`config.mk`:
```
export PLATFORM = sky130hd
export DESIGN_NAME = ddr3_cmd_decoder
export DESIGN_NICKNAME = d
export VERILOG_FILES = /design/src/rtl/ddr3_cmd_decoder.sv
export SDC_FILE = /design/constraint.sdc
export NUM_CORES = 1
export LEC_CHECK = 0
export CORE_ASPECT_RATIO = 0.75
export CORE_UTILIZATION = 26
export DETAILED_ROUTE_END_ITERATION = 8
export GPL_TIMING_DRIVEN = 0
export MAX_ROUTING_LAYER = met4
export PLACE_DENSITY = 0.4
export SYNTH_ARGS = -nofsm -noshare
export SYNTH_HDL_FRONTEND = slang
export SYNTH_SLANG_ARGS = --single-unit
```
`constraint.sdc`:
```
create_clock -name cpu_clk -period 6.8 [get_ports cpu_clk]
set_clock_uncertainty 0.15 [all_clocks]
set_input_delay 1.36 -clock cpu_clk [delete_from_list [all_inputs] [get_ports cpu_clk]]
set_output_delay 1.36 -clock cpu_clk [all_outputs]
set_load 0.01 [all_outputs]
```
`src/rtl/ddr3_cmd_decoder.sv`:
```
// DDR3-style command bus receiver: decodes CS/RAS/CAS/WE, tracks per-bank open rows
// and tRCD/tRP spacing, and forwards legal commands through a one-entry valid/ready register.
module ddr3_cmd_decoder #(
  parameter  int ADDR_W    = 14,
  parameter  int NUM_BANKS = 8,
  parameter  int TRCD      = 4,
  parameter  int TRP       = 4,
  localparam int BA_W      = $clog2(NUM_BANKS)
) (
  input  logic                 cpu_clk,
  input  logic                 RESET_N,
  input  logic                 CS_N,
  input  logic                 RAS_N,
  input  logic                 CAS_N,
  input  logic                 WE_N,
  input  logic [BA_W-1:0]      BA,
  input  logic [ADDR_W-1:0]    ADDR,
  output logic                 cmd_valid,
  input  logic                 cmd_ready,
  output logic [2:0]           cmd_type,
  output logic [BA_W-1:0]      cmd_bank,
  output logic [ADDR_W-1:0]    cmd_row,
  output logic [9:0]           cmd_col,
  output logic                 cmd_auto_pre,
  output logic [NUM_BANKS-1:0] bank_open,
  output logic                 err_illegal,
  output logic [2:0]           err_code
);

  localparam int CNT_W = $clog2(((TRCD > TRP) ? TRCD : TRP) + 1);
  localparam logic [CNT_W-1:0] CNT_ZERO = {CNT_W{1'b0}};
  localparam logic [CNT_W-1:0] RCD_LOAD = CNT_W'(TRCD - 1);
  localparam logic [CNT_W-1:0] RP_LOAD  = CNT_W'(TRP - 1);

  localparam logic [2:0] T_NONE = 3'd0;
  localparam logic [2:0] T_ACT  = 3'd1;
  localparam logic [2:0] T_RD   = 3'd2;
  localparam logic [2:0] T_WR   = 3'd3;
  localparam logic [2:0] T_PRE  = 3'd4;
  localparam logic [2:0] T_PREA = 3'd5;
  localparam logic [2:0] T_REF  = 3'd6;
  localparam logic [2:0] T_MRS  = 3'd7;

  localparam logic [2:0] E_NONE     = 3'd0;
  localparam logic [2:0] E_OVERFLOW = 3'd1;
  localparam logic [2:0] E_CLOSED   = 3'd2;
  localparam logic [2:0] E_OPEN     = 3'd3;
  localparam logic [2:0] E_TRCD     = 3'd4;
  localparam logic [2:0] E_TRP      = 3'd5;
  localparam logic [2:0] E_REF_OPEN = 3'd6;

  logic                             cmd_valid_q, cmd_valid_d;
  logic [2:0]                       cmd_type_q, cmd_type_d;
  logic [BA_W-1:0]                  cmd_bank_q, cmd_bank_d;
  logic [ADDR_W-1:0]                cmd_row_q, cmd_row_d;
  logic [9:0]                       cmd_col_q, cmd_col_d;
  logic                             cmd_auto_pre_q, cmd_auto_pre_d;
  logic [NUM_BANKS-1:0]             bank_open_q, bank_open_d;
  logic [NUM_BANKS-1:0][ADDR_W-1:0] row_q, row_d;
  logic [NUM_BANKS-1:0][CNT_W-1:0]  rcd_q, rcd_d;
  logic [NUM_BANKS-1:0][CNT_W-1:0]  rp_q, rp_d;
  logic                             err_illegal_q, err_illegal_d;
  logic [2:0]                       err_code_q, err_code_d;

  logic [2:0] dec_type_s;
  logic [2:0] err_s;
  logic       legal_s;
  logic       is_col_s;

  // Decode the sampled bus, check legality, and compute next bank and output state.
  always_comb begin
    case ({CS_N, RAS_N, CAS_N, WE_N})
      4'b0011: dec_type_s = T_ACT;
      4'b0101: dec_type_s = T_RD;
      4'b0100: dec_type_s = T_WR;
      4'b0010: dec_type_s = ADDR[10] ? T_PREA : T_PRE;
      4'b0001: dec_type_s = T_REF;
      4'b0000: dec_type_s = T_MRS;
      default: dec_type_s = T_NONE;
    endcase

    is_col_s = (dec_type_s == T_RD) || (dec_type_s == T_WR);

    // Overflow outranks state errors, which outrank timing errors.
    err_s = E_NONE;
    if (dec_type_s == T_NONE) begin
      err_s = E_NONE;
    end else if (cmd_valid_q && !cmd_ready) begin
      err_s = E_OVERFLOW;
    end else begin
      case (dec_type_s)
        T_ACT: begin
          if (bank_open_q[BA])            err_s = E_OPEN;
          else if (rp_q[BA] != CNT_ZERO)  err_s = E_TRP;
          else                            err_s = E_NONE;
        end
        T_RD, T_WR: begin
          if (!bank_open_q[BA])           err_s = E_CLOSED;
          else if (rcd_q[BA] != CNT_ZERO) err_s = E_TRCD;
          else                            err_s = E_NONE;
        end
        T_REF: begin
          if (|bank_open_q)               err_s = E_REF_OPEN;
          else                            err_s = E_NONE;
        end
        default:                          err_s = E_NONE;
      endcase
    end
    legal_s = (dec_type_s != T_NONE) && (err_s == E_NONE);

    bank_open_d = bank_open_q;
    row_d       = row_q;
    for (int i = 0; i < NUM_BANKS; i++) begin
      rcd_d[i] = (rcd_q[i] != CNT_ZERO) ? (rcd_q[i] - CNT_W'(1)) : CNT_ZERO;
      rp_d[i]  = (rp_q[i]  != CNT_ZERO) ? (rp_q[i]  - CNT_W'(1)) : CNT_ZERO;
    end

    if (legal_s) begin
      case (dec_type_s)
        T_ACT: begin
          bank_open_d[BA] = 1'b1;
          row_d[BA]       = ADDR;
          rcd_d[BA]       = RCD_LOAD;
        end
        T_PRE: begin
          bank_open_d[BA] = 1'b0;
          rp_d[BA]        = RP_LOAD;
        end
        T_PREA: begin
          for (int i = 0; i < NUM_BANKS; i++) begin
            bank_open_d[i] = 1'b0;
            rp_d[i]        = RP_LOAD;
          end
        end
        T_RD, T_WR: begin
          if (ADDR[10]) begin
            bank_open_d[BA] = 1'b0;
            rp_d[BA]        = RP_LOAD;
          end else begin
            bank_open_d[BA] = bank_open_q[BA];
          end
        end
        default: begin
          bank_open_d = bank_open_q;
        end
      endcase
    end else begin
      bank_open_d = bank_open_q;
    end

    cmd_valid_d    = cmd_valid_q;
    cmd_type_d     = cmd_type_q;
    cmd_bank_d     = cmd_bank_q;
    cmd_row_d      = cmd_row_q;
    cmd_col_d      = cmd_col_q;
    cmd_auto_pre_d = cmd_auto_pre_q;
    if (legal_s) begin
      cmd_valid_d    = 1'b1;
      cmd_type_d     = dec_type_s;
      cmd_bank_d     = BA;
      cmd_col_d      = is_col_s ? ADDR[9:0] : 10'd0;
      cmd_auto_pre_d = is_col_s && ADDR[10];
      if (dec_type_s == T_ACT)  cmd_row_d = ADDR;
      else if (is_col_s)        cmd_row_d = row_q[BA];
      else                      cmd_row_d = {ADDR_W{1'b0}};
    end else if (cmd_ready) begin
      cmd_valid_d = 1'b0;
    end else begin
      cmd_valid_d = cmd_valid_q;
    end

    err_illegal_d = (err_s != E_NONE);
    err_code_d    = (err_s != E_NONE) ? err_s : err_code_q;
  end

  // State and output registers.
  always_ff @(posedge cpu_clk or negedge RESET_N) begin
    if (!RESET_N) begin
      cmd_valid_q    <= 1'b0;
      cmd_type_q     <= 3'd0;
      cmd_bank_q     <= {BA_W{1'b0}};
      cmd_row_q      <= {ADDR_W{1'b0}};
      cmd_col_q      <= 10'd0;
      cmd_auto_pre_q <= 1'b0;
      bank_open_q    <= {NUM_BANKS{1'b0}};
      row_q          <= {(NUM_BANKS*ADDR_W){1'b0}};
      rcd_q          <= {(NUM_BANKS*CNT_W){1'b0}};
      rp_q           <= {(NUM_BANKS*CNT_W){1'b0}};
      err_illegal_q  <= 1'b0;
      err_code_q     <= 3'd0;
    end else begin
      cmd_valid_q    <= cmd_valid_d;
      cmd_type_q     <= cmd_type_d;
      cmd_bank_q     <= cmd_bank_d;
      cmd_row_q      <= cmd_row_d;
      cmd_col_q      <= cmd_col_d;
      cmd_auto_pre_q <= cmd_auto_pre_d;
      bank_open_q    <= bank_open_d;
      row_q          <= row_d;
      rcd_q          <= rcd_d;
      rp_q           <= rp_d;
      err_illegal_q  <= err_illegal_d;
      err_code_q     <= err_code_d;
    end
  end

  assign cmd_valid    = cmd_valid_q;
  assign cmd_type     = cmd_type_q;
  assign cmd_bank     = cmd_bank_q;
  assign cmd_row      = cmd_row_q;
  assign cmd_col      = cmd_col_q;
  assign cmd_auto_pre = cmd_auto_pre_q;
  assign bank_open    = bank_open_q;
  assign err_illegal  = err_illegal_q;
  assign err_code     = err_code_q;

endmodule

```
==> results.tsv, run 1 <==
metric	value	unit
internal_power	0.002471	W
maxCapViolCount	0	
nNetsFinal	940	
clkSlewWorstSetupHoldPaths	50	ps
p_seq_share	43.6	%
hold_start	rcd_q[12]	
dpl.cell_count	1372	
ios	68	
p_switching	0.0008656	W
r2r-end	rp_q[14]	
port_buffers	54	
period_share	64.80	%
core	0.03633	sq mm
regArea	0.005105	sq mm
r2r-start	bank_open[7]	
syn_area	0.009731	sq mm
syn_avg_cell_area	11.87	sq um
holdPathStages	1	
rows	60	
wl_met3	1239	um
hp-class	flip-flop to flip-flop	
hold_viol	0	
critPathRequiredTime	7050	ps
routed_wl	28750	um
synth_top_area_share	52.46	%
grt_pass1_wl	44590	um
ys_seq_area_share	52.46	%
cts_hold_buf	0	
stdcell_count	1415	
ff2ff_setup_slack	3660	ps
worst_pin_slew	1067	ps
ant_nets	0	
leakage	5.429	nW
swShare	25.94	%
cts_buffer_depth	3	
cts_buffers	24	
finalSetupViolCount	0	
ys_types	54	
max-vdd-ir-drop	133.7	uV
critPathKind	input port to flip-flop	
grt_usage	16.02	%
grt_pass1_vias	6811	
rsz0062_at_grt	false	
drt_pass1_iterations	4	
ys_async_sr_fraction	100.0	%
p_clk_share	41.6	%
final_cell_mix	dfrtp_1 (204), mux2_2 (79), nand2_1 (66), clkdlybuf4s50_1 (53), mux2_1 (52)	
hpwl	19130	um
start_util	26.78	%
multiInputGateArea	0.004124	sq mm
cts_resized	0	
met2WireLength	12360	um
post-synth-top-area-cell	dfrtp_1	
hold_path_end	rcd_q[12]	
gp_congestion	0.7705	
die_h	169.5	um
diodes	0	
relSlewSlack	28.73	%
top_layer_used	met4	
period_needed	4406	ps
critPathCaptureType	flip-flop	
nFillCells	3727	
synthFlopType	dfrtp_1	
synth_cells	820	
avgViaCountPerCell	4.707	
cts_sinks	204	
ys_ff_latch	204	
drtIter0Drc	462	
htreeDepth	1	
reg2reg_depth	8	
antenna_found_initial	0	
routedWlPerCell	20.32	um
post_cts_buffers	0	
synth-edff-count	0	
drc_errors	0	
fin_setup_tns	0	ps
overflow	0	
start_kind	input port	
dieWidth	225.4	um
p_comb_share	14.8	%
route.vias.total	6660	
synth_nets	858	
yosys-top-cells-area	dfrtp_1 (52%), mux2_2 (9.1%), mux2_1 (6.0%), nand2_1 (2.5%), mux4_2 (2.3%)	
cts-root-buf	clkbuf_16	
run_status	finished clean	
drv_slew	0	
crit_arrival	4660	ps
powerDensity	283.0	mW/mm^2
drive_gt1_share	19.04	%
clk_latency	520	ps
cp_max_fo	10	
grt_start_max_net_pins	73	
syn_to_final_growth	21.19	%
die-area	0.03821	sq mm
max_freq	226.9	MHz
tritoncts	built	
yosys_warnings	0	
m1WireLength	14790	um
final_common_cell	dfrtp_1	
worst max path at each step:
stage | start | cells past startpoint | slack, ps | endpoint
after CTS | BA[0] | 10 | 2350 | cmd_row[4]
after detailed placement | BA[0] | 10 | 1810 | cmd_row[2]
after floorplan | BA[2] | 9 | 3140 | cmd_row[0]
after global placement | RESET_N | 1 | -5430 | cmd_col[1]
after global routing | BA[0] | 12 | 2220 | row_q[94]
final | BA[0] | 12 | 2390 | row_q[96]
Yosys cell counts, types with 4 or more instances:
master and n:
mux2i_1 22, o21ai_0 33, nand2_1 66, a221o_1 4
nor3b_1 8, nand3_1 5, a221oi_1 4, o2bb2ai_1 6
a41oi_1 6, nand2b_1 6, buf_4 14, clkbuf_1 13
a21oi_1 32, nand3b_1 9, o22ai_1 23, o21bai_1 15
and3_1 10, buf_6 9, inv_1 36, nor3_1 17
dfrtp_1 204, ha_1 14, buf_2 10, nor2_1 36
o221ai_1 5, mux4_2 10, mux2_4 8, nor2b_1 11
mux2_1 52, a211o_1 4, mux2_2 79, buf_1 13
layer usage:
layer | GRT usage, % | vias up
li1 | - | 3102
met1 | 23.88 | 3391
met2 | 22.75 | 138
met3 | 2.649 | 29
met4 | 2.780 | 0
met5 | - | -
area by class of cell:
type / count / area share [%]
Tap cell: 496 / 5.263
Clock inverter: 6 / 1.103
Timing Repair Buffer: 56 / 5.093
Buffer: 60 / 3.045
Multi-Input combinational cell: 518 / 34.97
Clock buffer: 37 / 6.027
Sequential cell: 204 / 43.29
Inverter: 38 / 1.210
per-stage QoR:
step	setup WS, ps	hold slack [ps]	utilization [%]	instance area (sq um)	total power [W]
2_1_floorplan	3144	299.3	-	9731	0.001759
3_3_place_gp	-5433	312.9	29.98	10890	0.001974
3_5_place_dp	1812	320.7	30.14	10950	0.001980
4_1_cts	2354	329.3	32.46	11790	0.003398
5_1_grt	2219	338.1	32.46	11790	0.003517
6_report	2394	325.3	32.46	11790	0.003337
state kept, by name (all words and copies together) (netlist names):
register,cells
err_illegal,1
rcd_q,24
row_q,112
cmd_valid,1
bank_open,8
err_code,3
cmd_type,3
cmd_bank,3
cmd_row,14
cmd_auto_pre,1
cmd_col,10
rp_q,24
logic make-up after synthesis:
family,count (synthesis),synth area share [%]
buffers and inverters,98,5.156
adder cells (fa/ha/maj),14,1.800
flip-flops,204,52.46
AND/OR/NAND/NOR,182,9.271
AO/OA/AOI/OAI,150,10.11
multiplexers,172,21.20
critical path, stage by stage:
cell             delay, ps
clkdlybuf4s50_1        550
buf_2                  270
nand3b_2               370
o22ai_1                170
a221oi_1               480
nand3_1                160
nand2_1                140
buf_4                  170
and3_1                 180
buf_4                  220
buf_6                  210
mux2_1                 340
power groups by stage:
stage | logic (W) | registers, W | clock network [W]
after floorplan | 0.000295 | 0.00146 | 0
after global placement | 0.000497 | 0.00148 | 0
after detailed placement | 0.000506 | 0.00147 | 0
after CTS | 0.000508 | 0.00145 | 0.00144
after global routing | 0.000552 | 0.00148 | 0.00149
final | 0.000495 | 0.00145 | 0.00139
(Power assumes the default switching activity.)
==> inputs of run 2 (changes only) <==
PLACE_DENSITY = 0.41   (was 0.4)
clock period = 3.9 ns   (was 6.8 ns; I/O delays follow)
==> run 2 against run 1 <==
Clock-buffer cell count shrank 2. Worst setup slack worse by 2300 ps. Via count down 1.1%. Critical path depth fell by 4. Die area unchanged. Critical endpoint is now cmd_row[2]. Non-clock buffer count down 2. Core utilization fell by 0.12 points. Hold slack got worse by 190 ps.
==> results.tsv, run 2 (synthesis gave the netlist of run 1 again) <==
metric	value	unit
tritoncts	built	
ios	68	
nFillCells	3715	
die-area	0.03821	sq mm
hp-class	input port to asynchronous set/reset pin	
finalSetupViolCount	0	
rsz0062_at_grt	false	
dieWidth	225.4	um
post-route-util	32.33	%
syn_to_final_growth	20.74	%
start_util	26.78	%
final_common_cell	dfrtp_1	
cp_max_fo	10	
internal_power	0.004211	W
critPathKind	input port to flip-flop	
grt_pass1_vias	6753	
stdcell_area	0.01175	sq mm
die_h	169.5	um
crit_family	simple AND/OR/NAND/NOR gates	
clkSlewWorstSetupHoldPaths	60	ps
routed_wl	28470	um
swShare	26.86	%
port_buffers	54	
run_status	finished clean	
htreeDepth	1	
period_needed	3810	ps
routedWlPerCell	20.13	um
cts_buffers	24	
drive_gt1_share	19.28	%
grt_start_max_net_pins	111	
period_share	97.68	%
maxCapViolCount	0	
p_comb_share	14.8	%
hold_viol	0	
route.vias.total	6590	
diodes	0	
start_kind	input port	
p_clk_share	41.2	%
cts_buffer_depth	3	
cts_hold_buf	0	
stdcell_count	1414	
gp_congestion	0.7874	
clk_latency	540	ps
grt_pass1_wl	43910	um
drt_pass1_iterations	4	
cpPeakStageDelay	920	ps
critPathRequiredTime	4180	ps
worst_pin_slew	1060	ps
max-vdd-ir-drop	260.3	uV
p_switching	0.001546	W
largest_register	row_q	
largest_reg_flops	112	
max_freq	262.5	MHz
critPathCaptureType	flip-flop	
critical_path.startpoint	BA[0]	
hpwl	19020	um
ant_nets	0	
final_cell_mix	dfrtp_1 (204), mux2_2 (79), nand2_1 (66), clkdlybuf4s50_1 (53), mux2_1 (52)	
reg_top3	row_q: 112 flops, rcd_q: 24 flops, rp_q: 24 flops	
place_area	0.01092	sq mm
cts-root-buf	clkbuf_16	
overflow	0	
nNetsFinal	938	
cp_num_buf_inv	2	
drc_errors	0	
holdWs	138.8	ps
fin_setup_tns	0	ps
r2r-start	bank_open[5]	
relSlewSlack	29.17	%
antenna_found_initial	1	
path_cells	clkdlybuf4s50_1, nor3b_1, a221oi_1, a211oi_2, o31ai_2, nand4b_1, buf_2, mux2_4	
cts_sinks	204	
powerDensity	490.0	mW/mm^2
avgViaCountPerCell	4.661	
drtIter0Drc	341	
crit_arrival	4090	ps
core	0.03633	sq mm
grt_usage	15.82	%
dpl.cell_count	1371	
leakage	5.402	nW
crit_slowest_cell	nor3b_1	
drv_slew	0	
p_seq_share	44.0	%
rows	60	
## run 2: worst paths after layout
kind                                end  cells past startpoint  slack, ps
max reg2reg                    rp_q[20]                      8        800
min in group cpu_clk          rcd_q[12]                      1        330
max in group asynchronous  bank_open[7]                      2       2440
max                          cmd_row[2]                      8         90
min reg2reg                   rcd_q[12]                      1        330
min                            rcd_q[9]                      1        140
## run 2: power by group through the flow
| stage | registers, W | logic [W] | clock network (W) |
|---|---|---|---|
| finish | 0.00253 | 0.000853 | 0.00237 |
| global route | 0.00257 | 0.000956 | 0.00252 |
| CTS | 0.00254 | 0.000873 | 0.00244 |
| detailed placement | 0.00257 | 0.000871 | 0 |
| global placement | 0.00257 | 0.000860 | 0 |
| floorplan | 0.00255 | 0.000514 | 0 |
## run 2: per-layer routing
layer / track usage (%) / share of wire, % / vias up
li1: - / - / 3088
met1: 23.19 / 52 / 3376
met2: 22.30 / 42 / 91
met3: 2.684 / 3.6 / 35
met4: 4.082 / 2.5 / 0
met5: - / 0 / -
## run 2: through the flow
stage	worst slack (ps)	total power, W
after floorplan	824.4	0.003068
after CTS	118.5	0.005851
after global placement	-7774	0.003434
after detailed placement	-448.5	0.003441
after global routing	11.22	0.006051
final	90.38	0.005757
## run 2: final cells by class
class | instances | area [sq um] | area share (%)
Buffer | 59 | 355.3 | 3.024
Clock inverter | 9 | 140.1 | 1.193
Multi-Input combinational cell | 518 | 4130 | 35.15
Timing Repair Buffer | 55 | 573.1 | 4.878
Clock buffer | 35 | 681.9 | 5.804
Sequential cell | 204 | 5105 | 43.45
Inverter | 38 | 142.6 | 1.214
Tap cell | 496 | 620.6 | 5.282
## run 2: repair_timing
| action | 4_1_cts | 5_1_grt |
|---|---|---|
| resized for setup | 0 | 1 |
| setup buffers | 0 | 0 |
| endpoints found under the hold margin | 0 | 0 |
| setup endpoints to repair | 0 | 37 |
